[src/rtl/regfile_access_pkg.sv]
// Shared types and helpers for the register block request sequencer.
// Holds the FSM state encoding, default sizing and the strobe decoder.
package regfile_access_pkg;

  typedef enum logic [1:0] {
    IDLE,
    RD_EN,
    RD_WAIT,
    RSP
  } state_t;

  localparam int DEF_DATA_W     = 16;
  localparam int DEF_NUM_WORDS  = 2;
  localparam int DEF_TURNAROUND = 1;
  localparam int MAX_WORDS      = 32;

  // Out-of-range addresses decode to an all-zero strobe.
  function automatic logic [MAX_WORDS-1:0] onehot_decode(
    input logic [31:0] addr,
    input int          num_words
  );
    logic [MAX_WORDS-1:0] oh;
    oh = '0;
    if (addr < 32'(num_words) && addr < 32'(MAX_WORDS))
      oh[addr[4:0]] = 1'b1;
    return oh;
  endfunction

endpackage

[src/rtl/regfile_access_sequencer.sv]
// Request sequencer feeding strobes to the two-word register block.
// Enforces write-to-read turnaround with a reloadable lock counter.
module regfile_access_sequencer
  import regfile_access_pkg::*;
#(
  parameter int DATA_W     = DEF_DATA_W,
  parameter int NUM_WORDS  = DEF_NUM_WORDS,
  parameter int TURNAROUND = DEF_TURNAROUND,
  parameter int ADDR_W     = (NUM_WORDS > 1) ? $clog2(NUM_WORDS) : 1
) (
  input  logic                 clk,
  input  logic                 rst,
  input  logic                 req_valid,
  output logic                 req_ready,
  input  logic                 req_write,
  input  logic [ADDR_W-1:0]    req_addr,
  input  logic [DATA_W-1:0]    req_wdata,
  output logic                 rsp_valid,
  input  logic                 rsp_ready,
  output logic [DATA_W-1:0]    rsp_rdata,
  output logic                 rsp_err,
  output logic [NUM_WORDS-1:0] write_enable,
  output logic [NUM_WORDS-1:0] read_enable,
  output logic [DATA_W-1:0]    write_data,
  input  logic [DATA_W-1:0]    read_data
);

  state_t               state;
  logic [2:0]           lock_cnt;
  logic                 rd_err;
  logic                 accept;
  logic                 in_range;
  logic [NUM_WORDS-1:0] dec;

  assign req_ready = (state == IDLE) &&
                     (lock_cnt == 3'd0 || req_write);
  assign accept    = req_valid && req_ready;
  assign in_range  = 32'(req_addr) < 32'(NUM_WORDS);
  assign dec       = NUM_WORDS'(onehot_decode(32'(req_addr), NUM_WORDS));

  always_ff @(posedge clk) begin
    if (rst) begin
      state        <= IDLE;
      lock_cnt     <= '0;
      rd_err       <= 1'b0;
      rsp_valid    <= 1'b0;
      rsp_rdata    <= '0;
      rsp_err      <= 1'b0;
      write_enable <= '0;
      read_enable  <= '0;
      write_data   <= '0;
    end else begin
      write_enable <= '0;
      read_enable  <= '0;
      if (lock_cnt != 3'd0)
        lock_cnt <= lock_cnt - 3'd1;

      unique case (state)
        IDLE: begin
          if (accept) begin
            if (req_write) begin
              // Dropped writes must not stall later reads.
              if (in_range) begin
                write_enable <= dec;
                write_data   <= req_wdata;
                lock_cnt     <= 3'(TURNAROUND);
              end
            end else begin
              read_enable <= dec;
              rd_err      <= !in_range;
              state       <= RD_EN;
            end
          end
        end
        RD_EN: state <= RD_WAIT;
        RD_WAIT: begin
          rsp_rdata <= rd_err ? '0 : read_data;
          rsp_err   <= rd_err;
          rsp_valid <= 1'b1;
          state     <= RSP;
        end
        RSP: begin
          if (rsp_ready) begin
            rsp_valid <= 1'b0;
            state     <= IDLE;
          end
        end
        default: state <= IDLE;
      endcase
    end
  end

endmodule

[config.mk]
export PLATFORM = sky130hd
export DESIGN_NAME = regfile_access_sequencer
export DESIGN_NICKNAME = d
export VERILOG_FILES = /design/src/rtl/regfile_access_pkg.sv /design/src/rtl/regfile_access_sequencer.sv
export SDC_FILE = /design/constraint.sdc
export NUM_CORES = 1
export LEC_CHECK = 0
export ABC_AREA = 0
export CAP_MARGIN = 15
export CORE_MARGIN = 5
export CORE_UTILIZATION = 41
export DETAILED_ROUTE_END_ITERATION = 10
export HOLD_SLACK_MARGIN = 0.12
export PLACE_DENSITY = 0.8
export SLEW_MARGIN = 20
export SYNTH_ARGS = -nofsm -noshare
export SYNTH_HDL_FRONTEND = slang
export SYNTH_SLANG_ARGS = --single-unit
[constraint.sdc]
create_clock -name clk -period 1.9 [get_ports clk]
set_input_delay 0.285 -clock clk [delete_from_list [all_inputs] [get_ports clk]]
set_output_delay 0.285 -clock clk [all_outputs]
set_load 0.02 [all_outputs]
==> run_results.csv <==
group,metric,value,unit
sta,drv_slew,0,
routing,wirelength,3.773,mm
routing,drt_iter0_drc,68,
finish,finalNonFillerCells,305,
finish,fin_nets,299,
synth,synth_top_area_share,50.49,%
placed_design,hpwl,2.824,mm
sta,hold_viol_final,0,
synth,syn_nets,220,
synth,ys_warn_count,0,
synth,synth_top_family_by_area,"simple AND/OR/NAND/NOR gates",
finish,drive_gt1_share,10.59,%
synth,synthMuxAreaShare,10.22,%
setup_path,crit_required,1.62,ns
clock_tree,cts-buffers-inserted,5,
synth,yosys-top-cells-count,"42 x dfxtp_1, 31 x nand2_1, 21 x nor2_1",
sta,rsz0062_at_grt,"false",
setup_path,rr_startpoint,"lock_cnt[0]",
floorplan,die_x,73.73,µm
setup_path,r2r_slack,0.39,ns
routing,ant_nets,0,
finish,synthToLayoutAreaGrowth,54.92,%
flow_run,drv_cap,0,
grt,grt_pass1_wl,6.016,mm
routing,drc,0,
power_and_ir_drop,power,2.859,mW
synth,yosys.area_share.simple,17.66,%
sta,fin_crit_sh,95.21,%
placed_design,gp_congestion,0.7102,
setup_path,cp_top_family,"adder cells",
synth,synthFlopType,"dfxtp_1",
grt,grt_max_degree,25,
sta,tns,0,ns
synth,synthAdderAreaFrac,5.259,%
setup_path,rr_worst_depth,7,
setup_path,startpoint_type,"flip-flop",
worst_hold_path,min_path_type,"reg2reg",
worst_hold_path,hold_end,"write_data[0]",
synth,yosysUniqueCellTypes,27,
placed_design,portBuffers,75,
worst_hold_path,hold_path_depth,2,
clock_tree,cts.clk_slew.worst_paths,0.08,ns
sta,clock.fmax,552.8,MHz
setup_path,critPathMaxStageDelay,0.35,ns
status,status,"completed",
routing,vias,1414,
finish,final_core_util,64.97,%
synth,ys_ff_latch,42,
synth,avgSynthCellArea,9.516,µm²
clock_tree,clockBufferDepth,2,
setup_path,rr_endpoint,"state[0]",
clock_tree,cts_tree,"built",
sta,finalClockSkew,0.003048,ns
clock_tree,clock_sinks,42,
setup_path,critical-path-slowest-cell,"dfxtp_1",
floorplan,rows,23,
sta,layout_min_cycle_time,1.809,ns
clock_tree,cts_setup_buffers,0,
floorplan,coreArea,3971,µm²
sta,finalSetupViolCount,0,
grt,overflow,0,
routing,drt-vias-per-instance,4.636,
synth,async_reset_ff_share,0,%
setup_path,crit_path_max_fanout,2,
synth,synthCells,175,
power_and_ir_drop,powerDensity,1108,nW/µm²
finish,n_antenna_cell,0,
synth,synth-xor-area-share,0.5259,%
power_and_ir_drop,p_leak,0.9544,nW
routing,wire_per_inst,12.37,µm
synth,synth.most_common_cell,"dfxtp_1",
synth,yosysSeqAreaShare,50.49,%
grt,track_usage,14.36,%
synth,synth_area_leaders,"dfxtp_1 50%, mux2i_1 10%, nand2_1 7.0%",
grt,antenna_found_initial,0,
setup_path,path_buf_inv,2,
setup_path,critical_path_class,"reg2out",
synth,synth.largest_area_cell,"dfxtp_1",
synth,synth_compound_area_share,9.391,%
power_and_ir_drop,vdd_ir_drop_max,564.6,µV
floorplan,start_util,41.93,%
clock_tree,clk_latency,0.28,ns
synth,synth-edff-count,0,
setup_path,crit_path_frequent_cell,"ha_1",
worst_hold_path,hold_path_startpoint,"write_data[0]",
placed_design,placed_cells,297,
setup_path,cp_data_arrival_time,1.52,ns
synth,synth_area,1665,µm²
clock_tree,cts-root-buf,"clkbuf_8",
routing,firstDrtPassIters,3,
setup_path,cp-end-kind,"primary output",
setup_path,cp_cell_sequence,"inv_1 -> ha_1 -> ha_1 -> o21a_1 -> clkdlybuf4s15_1",
floorplan,dieHeight,73.73,µm
floorplan,io_pins,77,
grt,grt_pass1_vias,1389,
clock_tree,cts.htree.levels,2,
floorplan,dieArea,5436,µm²
## layout make-up
type,count,area (µm²)
fillers,354,1391
flip-flops and latches,42,840.8
multi-input cells,116,720.7
inverters,6,22.52
repair buffers,83,823.3
well taps,50,62.56
clock buffers,8,110.1
## cell families after synthesis
kind of cell               after synthesis
and+or+nand+nor                         67
DFF                                     42
AOI/OAI and AO/OA                       23
muxes                                   17
buffers and inverters                   17
adders and majority gates                7
other                                    1
xor gates and xnor gates                 1
## cells in the final DEF (no fill, tap or decap), drive strengths merged
cell	n
and3	1
clkdlybuf4s15	1
dfxtp	42
nand2b	3
nand2	33
inv	6
buf	8
nor2b	2
conb	1
xor2	1
clkbuf	8
o21a	1
clkdlybuf4s50	74
mux2i	17
nand3b	1
o31ai	1
nand4b	1
ha	7
nor2	21
a21oi	20
nor3b	1
nand3	1
nor3	3
a2111o	1
## per-layer routing
metal	GRT usage [%]	vias up	wire, µm
met5	0	-	0
met4	6.640	0	68
met3	4.378	6	290
met2	24.21	44	1837
met1	16.49	641	1577
li1	-	723	-
## what timing repair did
action | 4_1_cts | 5_1_grt
setup endpoints to repair | 1 | 1
hold buffers | 0 | 0
endpoints found under the hold margin | 0 | 0
resized for setup | 1 | 1
## registers in the layout, indices dropped and copies added (netlist names)
register / cells
lock_cnt: 3
read_enable: 2
rsp_rdata: 16
rsp_valid: 1
state: 2
write_data: 16
write_enable: 2
## worst max path at each step
stage,from,endpoint,slack [ns],cells past startpoint
after floorplan,lock_cnt[0],state[0],0.52,6
final,lock_cnt[0],req_ready,0.09,5
after global routing,lock_cnt[0],req_ready,0.02,5
after detailed placement,req_write,req_ready,0.14,3
after CTS,lock_cnt[0],req_ready,0.05,5
after global placement,req_write,req_ready,0.14,3
## worst min-delay path: cells and delay by family (launching register included)
kind             cells  cell delay (ns)
flip-flops           1             0.31
AND/OR/NAND/NOR      1             0.05
AO/OA/AOI/OAI        1             0.05
## per-stage QoR
step,setup slack [ns],instance area [µm²],hold slack (ns)
global route,0.02021,2580,0.4790
floorplan,0.5163,1665,0.3643
global placement,0.1415,2470,0.4429
detailed placement,0.1378,2470,0.4456
CTS,0.05069,2579,0.4567
finish,0.09107,2580,0.4572
## where the power goes
part           internal (mW)  switching, mW  total [mW]  leakage [nW]
clock network          0.367          0.285       0.652        0.0575
logic                  0.553          0.561        1.11         0.555
registers               1.02         0.0699        1.09         0.341
No activity file was read; power rests on OpenSTA's default activity.
